**src/rtl/uart_tx_mmio.sv**
```systemverilog
// rtl/uart_tx_mmio.sv - memory-mapped UART transmitter with TX FIFO (optional parity via UART_TX_PARITY_EN)
module uart_tx_mmio #(
  parameter int unsigned CLK_FREQ_HZ = 12_000_000,
  parameter int unsigned BAUD_RATE   = 115_200,
  parameter logic [31:0] BASE_ADDR   = 32'h0200_0000,
  parameter int unsigned FIFO_DEPTH  = 8
) (
  input  logic        clk_i,
  input  logic        rst_ni,
  input  logic        mem_valid_i,
  input  logic [31:0] mem_addr_i,
  input  logic [31:0] mem_wdata_i,
  input  logic [3:0]  mem_wstrb_i,
  output logic        mem_ready_o,
  output logic [31:0] mem_rdata_o,
  output logic        tx_o
);

  localparam int unsigned DIVISOR = CLK_FREQ_HZ / BAUD_RATE;
  localparam int unsigned DIV_W   = $clog2(DIVISOR);
  localparam int unsigned PTR_W   = $clog2(FIFO_DEPTH);
  localparam int unsigned CNT_W   = PTR_W + 1;

`ifdef UART_TX_PARITY_EN
  typedef enum logic [2:0] {IDLE, START, DATA, PARITY, STOP} state_t;
`else
  typedef enum logic [2:0] {IDLE, START, DATA, STOP} state_t;
`endif

  state_t             state, state_d;
  logic [DIV_W-1:0]   baud_cnt;
  logic               baud_tick;
  logic [2:0]         bit_cnt;
  logic [7:0]         shreg;
`ifdef UART_TX_PARITY_EN
  logic               par;
`endif

  logic [7:0]         mem [FIFO_DEPTH];
  logic [PTR_W-1:0]   wr_ptr, rd_ptr;
  logic [CNT_W-1:0]   count;
  logic               full, empty, push, pop;
  logic [7:0]         fifo_rdata;

  logic               sel, req, is_data, is_status, data_wr, accept;
  logic [31:0]        status;
  logic               unused_bits;

  assign unused_bits = ^{mem_addr_i[1:0], mem_wdata_i[31:8]};

  assign full       = (count == CNT_W'(FIFO_DEPTH));
  assign empty      = (count == '0);
  assign fifo_rdata = mem[rd_ptr];
  assign baud_tick  = (baud_cnt == DIV_W'(DIVISOR - 1));

  // Bus decode; a full-FIFO DATA write may complete in the same cycle the serializer pops.
  assign sel       = (mem_addr_i[31:4] == BASE_ADDR[31:4]);
  assign req       = mem_valid_i && sel && !mem_ready_o;
  assign is_data   = (mem_addr_i[3:2] == 2'd0);
  assign is_status = (mem_addr_i[3:2] == 2'd1);
  assign data_wr   = is_data && mem_wstrb_i[0];
  assign accept    = req && !(data_wr && full && !pop);
  assign push      = accept && data_wr;

  // STATUS word assembled from registered FIFO/FSM state.
  always_comb begin
    status      = '0;
    status[0]   = full;
    status[1]   = empty;
    status[2]   = (state != IDLE);
    status[7:4] = 4'(count);
  end

  // Bus response: one-cycle ready pulse, read data only alongside it.
  always_ff @(posedge clk_i) begin
    if (!rst_ni) begin
      mem_ready_o <= 1'b0;
      mem_rdata_o <= '0;
    end else begin
      mem_ready_o <= accept;
      mem_rdata_o <= (accept && is_status && (mem_wstrb_i == 4'b0000)) ? status : '0;
    end
  end

  // FIFO storage; contents need no reset since count gates visibility.
  always_ff @(posedge clk_i) begin
    if (push) mem[wr_ptr] <= mem_wdata_i[7:0];
  end

  // FIFO pointers and occupancy.
  always_ff @(posedge clk_i) begin
    if (!rst_ni) begin
      wr_ptr <= '0;
      rd_ptr <= '0;
      count  <= '0;
    end else begin
      if (push) wr_ptr <= wr_ptr + PTR_W'(1);
      if (pop)  rd_ptr <= rd_ptr + PTR_W'(1);
      case ({push, pop})
        2'b10:   count <= count + CNT_W'(1);
        2'b01:   count <= count - CNT_W'(1);
        default: count <= count;
      endcase
    end
  end

  // Serializer next-state and pop decision.
  always_comb begin
    state_d = state;
    pop     = 1'b0;
    case (state)
      IDLE: begin
        if (!empty) begin
          pop     = 1'b1;
          state_d = START;
        end
      end
      START: if (baud_tick) state_d = DATA;
      DATA: begin
        if (baud_tick && bit_cnt == 3'd7) begin
`ifdef UART_TX_PARITY_EN
          state_d = PARITY;
`else
          state_d = STOP;
`endif
        end
      end
`ifdef UART_TX_PARITY_EN
      PARITY: if (baud_tick) state_d = STOP;
`endif
      STOP: begin
        if (baud_tick) begin
          if (!empty) begin
            pop     = 1'b1;
            state_d = START;
          end else begin
            state_d = IDLE;
          end
        end
      end
      default: state_d = IDLE;
    endcase
  end

  // Line level decoded from the registered serializer state.
  always_comb begin
    tx_o = 1'b1;
    case (state)
      START:   tx_o = 1'b0;
      DATA:    tx_o = shreg[0];
`ifdef UART_TX_PARITY_EN
      PARITY:  tx_o = par;
`endif
      default: tx_o = 1'b1;
    endcase
  end

  // Serializer registers: state, baud counter, bit counter, shift register.
  always_ff @(posedge clk_i) begin
    if (!rst_ni) begin
      state    <= IDLE;
      baud_cnt <= '0;
      bit_cnt  <= '0;
      shreg    <= '0;
`ifdef UART_TX_PARITY_EN
      par      <= 1'b0;
`endif
    end else begin
      state <= state_d;
      if (pop) begin
        shreg    <= fifo_rdata;
        baud_cnt <= '0;
        bit_cnt  <= '0;
`ifdef UART_TX_PARITY_EN
        par      <= ^fifo_rdata;
`endif
      end else if (state != IDLE) begin
        if (baud_tick) begin
          baud_cnt <= '0;
          if (state == DATA) begin
            shreg   <= {1'b0, shreg[7:1]};
            bit_cnt <= bit_cnt + 3'd1;
          end
        end else begin
          baud_cnt <= baud_cnt + DIV_W'(1);
        end
      end
    end
  end

endmodule

```
**config.mk**
```make
export PLATFORM = sky130hd
export DESIGN_NAME = uart_tx_mmio
export DESIGN_NICKNAME = d
export VERILOG_FILES = /design/src/rtl/uart_tx_mmio.sv
export SDC_FILE = /design/constraint.sdc
export NUM_CORES = 1
export LEC_CHECK = 0
export CAP_MARGIN = 20
export CORE_MARGIN = 2
export CORE_UTILIZATION = 45
export CTS_BUF_LIST = sky130_fd_sc_hd__clkbuf_2
export DETAILED_ROUTE_END_ITERATION = 10
export PLACE_DENSITY = 0.83
export SLEW_MARGIN = 25
export SYNTH_ARGS = -nofsm -noshare
export SYNTH_HDL_FRONTEND = slang
export SYNTH_SLANG_ARGS = --single-unit
```
**constraint.sdc**
```tcl
create_clock -name clk_i -period 2.65 [get_ports clk_i]
set_input_delay 0.53 -clock clk_i [delete_from_list [all_inputs] [get_ports clk_i]]
set_output_delay 0.53 -clock clk_i [all_outputs]
set_load 0.1 [all_outputs]
```
==> flow_summary.rst, run 1 <==
.. list-table::
   :header-rows: 1

   * - Metric
     - Value
   * - Number of hold violations in the final report
     - 0
   * - Highest clock frequency the design can meet
     - a little under 400 MHz
   * - Worst-Margin Slew
     - 734 ps
   * - Clock latency at the later pin of the worst-skew pair
     - ~580 ps
   * - Top-count cell post-synth
     - sky130_fd_sc_hd__edfxtp_1
   * - Count of boundary I/O pins
     - 105
   * - Total Negative Setup Slacks
     - 0 ps
   * - Final setup vio count
     - 0
   * - Yosys top cell area share
     - 41.2%
   * - Via count of the first global-routing pass
     - 2823
   * - Cell types occupying the most area after synthesis
     - sky130_fd_sc_hd__edfxtp_1 (41%), sky130_fd_sc_hd__dfxtp_1 (18%), sky130_fd_sc_hd__mux4_2 (7.7%)
   * - DR vias
     - 2805
   * - Clock tree from TritonCTS
     - done
   * - Initial antenna violation count
     - 0
   * - Post-synth EDFFs
     - 64
   * - Total of buffers placed on input and output ports
     - 53
   * - Number of max-cap violations
     - 0
   * - Starting Density
     - 45.8%
   * - Residual DRC
     - 0
   * - Average cell area after synthesis
     - 13.8 um^2
   * - Type of the worst setup path
     - in2reg
   * - 1st-pass router iterations
     - 4
   * - Ratio of final minimum period to clock period
     - 96.3%
   * - Standard-cell rows
     - 37
   * - Clock transition time at the flip-flop clock pins of the worst setup and hold paths
     - 280 ps
   * - Dominant cell type by area after synthesis
     - sky130_fd_sc_hd__edfxtp_1
   * - Worst slew margin relative to its limit
     - 51.0%
   * - Mapped Area
     - 4660 um^2
   * - Remaining number of nets flagged by the antenna check after routing
     - 0
   * - Routability cong.
     - 0.809
   * - CTS root buffer
     - sky130_fd_sc_hd__clkbuf_2
   * - Type of destination of the critical path
     - flop
   * - RSZ-0062 raised after global routing
     - no
   * - Overflow after GRT
     - 0
   * - Standby leakage power
     - 0.00197 uW
   * - Global-route wire length before repair
     - 13.1 mm
   * - Largest fanout on the critical path
     - 3
   * - Number of buffers between clock root and the deepest sink
     - 2
   * - Register bit count reported by yosys
     - 105
   * - H-tree levels
     - 3
   * - Clock buffers created by TritonCTS
     - 9
   * - Diode insertion count for antenna repair
     - 0
   * - Detailed Route Iter0 Violations
     - slightly below 80
   * - Worst-case vdd ir drop
     - 0.463 mV
   * - Hold bufs inserted after CTS
     - 0
   * - Core footprint
     - 10200 um^2
   * - Count of synthesis-stage warnings from yosys
     - 0
   * - Signed area change from the synthesized netlist to the final layout
     - 18.6%
   * - Fraction of the yosys area taken by sequential cells
     - 58.8%
   * - Worst min path class
     - reg2reg
   * - Routed wire length per instance
     - 14.7 um
   * - Run status
     - finished clean
   * - Maximum number of pins on one net before global-route repair
     - 21
   * - Top post-synthesis cells by count
     - sky130_fd_sc_hd__edfxtp_1 (64), sky130_fd_sc_hd__dfxtp_1 (41), sky130_fd_sc_hd__buf_4 (26)
   * - Global-route usage over all layers
     - 15.3%
   * - Primary flip-flop cell chosen by synthesis mapping
     - sky130_fd_sc_hd__edfxtp_1
   * - Area enclosed by the die boundary
     - 11200 um^2
   * - Final Max Tran Viols
     - 0
   * - Worst Skew
     - between 15 and 20 ps
   * - Routed wire length
     - 8.16 mm
   * - Ys async rst share
     - 0%
   * - Endpoint required time on the critical path
     - 3200 ps
   * - Final HPWL DP
     - between 5 and 6 mm
   * - Synth unique cells
     - between 50 and 60
   * - Detailed-route vias per instance
     - between 5 and 6
   * - Total power per unit cell area
     - 503 nW/um^2
   * - Number of nets in the layout
     - 498
   * - Power Total
     - around 2800 uW
   * - Num Clock Sinks
     - 105
   * - Count of mapped cells out of synthesis
     - 337
   * - Die height
     - roughly 110 um
   * - Worst hold slack across all endpoints
     - between 400 and 500 ps
   * - Die outline width
     - 106 um
   * - Signal arrival time at the worst endpoint
     - between 3000 and 4000 ps
   * - Shortest clock period the worst path allows after layout
     - 2550 ps
   * - Fill cells
     - 830
   * - Share of cells above drive strength 1
     - between 20% and 30%
   * - Nature of the critical path startpoint
     - input pin
[routing by layer]
layer  wire length (um)  up-vias  GRT usage (%)  share of wire [%]
met1               3230     1361           16.1                 40
met4                109        0           4.70                1.3
li1                   -     1361              -                  -
met3                408       13           4.14                5.0
met5                  0        -              0                  0
met2               4420       70           29.4                 54
[metrics by stage]
step	utilization [%]	setup WS, ps	instances	area, um^2
2_1_floorplan	-	-42.3	361	4760
3_3_place_gp	52.3	-430	534	5330
3_5_place_dp	52.3	-597	534	5330
4_1_cts	53.6	46.4	550	5460
5_1_grt	54.3	10.3	556	5530
6_report	54.3	96.9	556	5530
[sequential cells by signal, summed over array words and instances, names as in the netlist, named ones only]
name,count
mem_ready_o,1
baud_cnt,7
rd_ptr,3
shreg,8
mem,64
wr_ptr,3
bit_cnt,3
state,2
count,4
mem_rdata_o,7
[final cells by class]
class	instances	area, um^2	share of cell area [%]
Tap cell	136	170	3.08
Clock inverter	7	93.8	1.70
Timing Repair Buffer	81	718	13.0
Multi-Input combinational cell	211	1730	31.3
Inverter	7	26.3	0.475
Sequential cell	105	2750	49.7
Clock buffer	9	45.0	0.814
[final timing paths]
check / from / slack (ps) / to / cells past startpoint
hold reg to reg: baud_cnt[1]$_SDFFE_PP0N_ / 500 / baud_cnt[1]$_SDFFE_PP0N_ / 2
setup reg to reg: baud_cnt[4]$_SDFFE_PP0N_ / 110 / count[2]$_SDFFE_PN0P_ / 11
setup / recovery: mem_addr_i[28] / 100 / count[2]$_SDFFE_PN0P_ / 12
hold / removal: baud_cnt[1]$_SDFFE_PP0N_ / 500 / baud_cnt[1]$_SDFFE_PP0N_ / 2
[cell families (layout without fill, tap and decap cells)]
family | Yosys count | after routing | synth area share (%)
simple gates | 90 | 90 | 11.7
buf+inv | 45 | 104 | 6.57
other cells | 1 | 25 | 0.0804
xor+xnor | 12 | 12 | 2.25
compound gates | 35 | 35 | 4.99
flops | 105 | 105 | 58.8
fa+ha+maj | 12 | 12 | 3.22
mux | 37 | 37 | 12.4
[worst max-delay path, stage by stage]
cell                              delay, ps
sky130_fd_sc_hd__clkdlybuf4s50_1        430
sky130_fd_sc_hd__nor4b_2                310
sky130_fd_sc_hd__nand4_1                220
sky130_fd_sc_hd__nor3_4                 280
sky130_fd_sc_hd__nand2_4                 80
sky130_fd_sc_hd__ha_2                   200
sky130_fd_sc_hd__xor2_1                 140
sky130_fd_sc_hd__ha_1                   210
sky130_fd_sc_hd__a21oi_2                120
sky130_fd_sc_hd__xor2_1                  90
sky130_fd_sc_hd__or3_1                  320
sky130_fd_sc_hd__a21oi_1                150
[cells in the final DEF, fill, tap and decap left out, types with 3 or more instances in the layout]
cell type and n:
sky130_fd_sc_hd__buf_4 37, sky130_fd_sc_hd__clkdlybuf4s50_1 44, sky130_fd_sc_hd__nor4_1 10, sky130_fd_sc_hd__a21oi_1 13, sky130_fd_sc_hd__nor4b_2 3, sky130_fd_sc_hd__nand2_1 15, sky130_fd_sc_hd__nand2b_1 4, sky130_fd_sc_hd__mux4_2 16
sky130_fd_sc_hd__dfxtp_1 37, sky130_fd_sc_hd__mux2i_1 13, sky130_fd_sc_hd__and2_1 5, sky130_fd_sc_hd__nand3_1 3, sky130_fd_sc_hd__inv_1 6, sky130_fd_sc_hd__xor2_1 6, sky130_fd_sc_hd__mux2_2 7, sky130_fd_sc_hd__dfxtp_2 4
sky130_fd_sc_hd__nor2b_1 5, sky130_fd_sc_hd__xnor2_1 6, sky130_fd_sc_hd__nor3_1 4, sky130_fd_sc_hd__clkbuf_2 9, sky130_fd_sc_hd__ha_1 11, sky130_fd_sc_hd__edfxtp_1 64, sky130_fd_sc_hd__conb_1 25, sky130_fd_sc_hd__o21ai_0 9
sky130_fd_sc_hd__nor2_1 18, sky130_fd_sc_hd__nand4_1 5
[power by group]
group	internal [uW]	total (uW)	switching, uW
clock	247	797	550
combinational	63.7	251	187
sequential	1730	1730	0.00000812
total	2040	2780	737
[repair_timing]
item	CTS	global route
endpoints found under the setup margin	0	2
hold endpoints to repair	0	0
setup buffers	0	6
resized for setup	0	7
(Power assumes the default switching activity.)
==> inputs of run 2 (changes only) <==
TNS_END_PERCENT = 20   (was not set)
==> run 2 against run 1 <==
  * Combinational power is essentially flat
  * Worst setup slack better by 40 ps
  * Register-to-register slack better by 100 ps
  * Clock skew rose by 35 ps
==> flow_summary.rst, run 2 (same netlist as run 1, synthesis figures left out) <==
.. list-table::
   :header-rows: 1

   * - Metric
     - Value
   * - Run status
     - finished clean
   * - Clock tree from TritonCTS
     - done
   * - Worst Skew
     - 52.1 ps (+35.3 ps)
   * - Final setup vio count
     - 0 (unchanged)
   * - Global-route wire length before repair
     - 13.4 mm (+2.3%)
   * - Clock buffers created by TritonCTS
     - 9 (unchanged)
   * - Stage delay of the slowest cell on the critical path
     - 410 ps (-20 ps)
   * - Regs by FF count
     - mem: 64 flops, shreg: 8 flops
   * - Routing layer with the top usage in global route
     - met2
   * - Initial antenna violation count
     - 0 (unchanged)
   * - DR vias
     - 2731 (-2.6%)
   * - Highest clock frequency the design can meet
     - 398 MHz (+1.6%)
   * - GR Layer Usage met1
     - 18.8% (+2.7 points)
   * - Global-route usage over all layers
     - 15.6% (+0.29 points)
   * - CTS root buffer
     - sky130_fd_sc_hd__clkbuf_2
   * - Fill cells
     - 844 (+1.7%)
   * - Slowest cell on the critical path
     - sky130_fd_sc_hd__clkdlybuf4s50_1
   * - Pre-CTS setup slack
     - -479 ps (+118 ps)
   * - Residual DRC
     - 0 (unchanged)
   * - Number of buffers between clock root and the deepest sink
     - 2 (unchanged)
   * - Detailed-route vias per instance
     - 4.95 (-1.9%)
   * - Number of max-cap violations
     - 0 (unchanged)
   * - Area enclosed by the die boundary
     - 11200 um^2 (unchanged)
   * - Detailed Route Iter0 Violations
     - 77 (-1.3%)
   * - Combinational share of power
     - 9.4% (+0.4 points)
   * - Clock transition time at the flip-flop clock pins of the worst setup and hold paths
     - 280 ps (about the same)
   * - Worst min path class
     - reg2reg
   * - Number of nets in the layout
     - 494 (-0.80%)
   * - Critical path cell sequence
     - clkdlybuf4s50_1 -> nor4b_1 -> nand4_1 -> nor3_4 -> nand2_4 -> ha_2 -> xor2_1 -> ha_1 -> a21oi_1 -> xor2_1 -> or3_1 -> a21oi_1
   * - Total of buffers placed on input and output ports
     - 53 (unchanged)
   * - Maximum number of pins on one net before global-route repair
     - 20 (-4.8%)
   * - Power Total
     - 2650 uW (-4.7%)
   * - Final HPWL DP
     - 5.66 mm (-2.4%)
   * - Type of the worst setup path
     - in2reg
   * - Most common library cell in the layout ignoring fill and taps
     - sky130_fd_sc_hd__edfxtp_1
   * - Standard-cell rows
     - 37 (unchanged)
   * - Routability cong.
     - 0.771 (-4.7%)
   * - Setup slack after layout
     - 136 ps (+39.5 ps)
   * - Seq pwr share
     - 65.3% (+3.0 points)
   * - Share of total power consumed by net switching
     - 27.0% (+0.44 points)
   * - Clock latency at the later pin of the worst-skew pair
     - 570 ps (about the same)
   * - Count of boundary I/O pins
     - 105 (unchanged)
   * - Final Max Tran Viols
     - 0 (unchanged)
   * - Die height
     - 106 um (unchanged)
   * - Num Clock Sinks
     - 105 (unchanged)
   * - Number of hold violations in the final report
     - 0 (unchanged)
   * - Via count of the first global-routing pass
     - 2793 (-1.1%)
   * - Number of placed instances with taps included
     - 533 (-0.19%)
   * - Largest fanout on the critical path
     - 3 (unchanged)
   * - Post-route insts no fill
     - 552 (-0.72%)
   * - Routed wire length per instance
     - 14.4 um (-1.7%)
   * - Diode insertion count for antenna repair
     - 0 (unchanged)
   * - Clock power share
     - 25.2% (-3.5 points)
   * - Routed wire length
     - 7.96 mm (-2.4%)
   * - Worst-case vdd ir drop
     - 0.431 mV (-6.9%)
   * - Flip-flop count of the largest register, all copies and words added
     - 64 (unchanged)
   * - Die outline width
     - 106 um (unchanged)
   * - Type of destination of the critical path
     - flop
   * - Net switching power figure
     - 715 uW (-3.1%)
   * - H-tree levels
     - 3 (unchanged)
   * - Core footprint
     - 10200 um^2 (unchanged)
   * - Internal Dissipation
     - 1940 uW (-5.2%)
   * - Remaining number of nets flagged by the antenna check after routing
     - 0 (unchanged)
   * - Starting Density
     - 45.8% (unchanged)
   * - RSZ-0062 raised after global routing
     - no
   * - Signal arrival time at the worst endpoint
     - 3030 ps (-70 ps)
   * - 1st-pass router iterations
     - 4 (unchanged)
   * - Total power per unit cell area
     - 486 nW/um^2 (-3.4%)
   * - Endpoint required time on the critical path
     - 3160 ps (-40 ps)
   * - Global routing usage on met2
     - 27.0% (-2.4 points)
   * - Ratio of final minimum period to clock period
     - 94.9% (-1.5 points)
   * - Signed area change from the synthesized netlist to the final layout
     - 17.0%
   * - Hold bufs inserted after CTS
     - 0 (unchanged)
   * - Share of cells above drive strength 1
     - 22.1% (-1.5 points)
   * - Worst slew margin relative to its limit
     - 48.1% (-2.9 points)
   * - Fin area
     - 5460 um^2 (-1.3%)
   * - Worst-Margin Slew
     - 777 ps (+43.1 ps)
   * - Largest reg by FF count
     - mem
   * - Total Negative Setup Slacks
     - 0 ps (unchanged)
   * - Standby leakage power
     - 0.00193 uW (-2.0%)
   * - Overflow after GRT
     - 0 (unchanged)
   * - Met3 track utilization from global routing
     - 4.14% (unchanged)
   * - Cell area reported after detailed placement
     - 5320 um^2 (-0.14%)
   * - Shortest clock period the worst path allows after layout
     - 2510 ps (-39.5 ps)
   * - Leading cell types in the layout, fill and taps excluded
     - sky130_fd_sc_hd__edfxtp_1 (64), sky130_fd_sc_hd__clkdlybuf4s50_1 (44), sky130_fd_sc_hd__dfxtp_1 (38)
   * - Nature of the critical path startpoint
     - input pin
[run 2: cell types whose count changed in the layout (fill, tap and decap cells not counted)]
cell                        delta
sky130_fd_sc_hd__clkinv_2      +1
sky130_fd_sc_hd__dfxtp_2       -1
sky130_fd_sc_hd__dfxtp_1       +1
sky130_fd_sc_hd__bufinv_16     -1
sky130_fd_sc_hd__a21oi_1       +1
sky130_fd_sc_hd__clkinv_1      +1
sky130_fd_sc_hd__a21oi_2       -1
sky130_fd_sc_hd__clkinv_8      -1
sky130_fd_sc_hd__buf_4         -4
[run 2: layout make-up]
| type | instances | area (um^2) | area share, % |
|---|---|---|---|
| multi-input combinational | 211 | 1730 | 31.6 |
| timing repair buffer | 77 | 688 | 12.6 |
| tap | 136 | 170 | 3.12 |
| sequential | 105 | 2750 | 50.3 |
| clock buffer | 9 | 45.0 | 0.825 |
| inverter | 7 | 26.3 | 0.481 |
| clock inverter | 7 | 56.3 | 1.03 |
[run 2: critical path, delay by kind of cell]
| family | cells | cell delay (ps) |
|---|---|---|
| AOI/OAI and AO/OA | 2 | 280 |
| buffers and inverters | 1 | 410 |
| and+or+nand+nor | 5 | 1200 |
| xor gates and xnor gates | 2 | 230 |
| adders and majority gates | 2 | 380 |
[run 2: final timing paths]
| check | from | to | slack, ps | cells after the start |
|---|---|---|---|---|
| min | baud_cnt[1]$_SDFFE_PP0N_ | baud_cnt[1]$_SDFFE_PP0N_ | 500 | 2 |
| min reg2reg | baud_cnt[1]$_SDFFE_PP0N_ | baud_cnt[1]$_SDFFE_PP0N_ | 500 | 2 |
| max reg2reg | baud_cnt[4]$_SDFFE_PP0N_ | count[2]$_SDFFE_PN0P_ | 210 | 11 |
| max | mem_addr_i[5] | count[2]$_SDFFE_PN0P_ | 140 | 12 |
[run 2: per-stage QoR]
| step | utilization, % | hold WS [ps] |
|---|---|---|
| after floorplan | - | 449 |
| after global placement | 52.2 | 461 |
| after detailed placement | 52.2 | 476 |
| after CTS | 53.2 | 506 |
| after global routing | 53.6 | 531 |
| final | 53.6 | 500 |
[run 2: repair_timing]
item                                    CTS  global route
endpoints found under the setup margin    0             1
hold endpoints to repair                  0             0
resized for setup                         0             5
buffers inserted                          0             3
[run 2: power by group through the flow]
| stage | Combinational [uW] | Clock, uW | Sequential (uW) |
|---|---|---|---|
| 2_1_floorplan | 194 | 0 | 1760 |
| 5_1_grt | 260 | 768 | 1730 |
| 4_1_cts | 248 | 692 | 1730 |
| 6_report | 250 | 669 | 1730 |
| 3_3_place_gp | 244 | 0 | 1760 |
| 3_5_place_dp | 248 | 0 | 1760 |
[run 2: per-layer routing]
layer,up-vias,routed length (um)
met2,61,4200
met3,13,315
met1,1304,3330
met5,-,0
met4,0,114
li1,1353,-
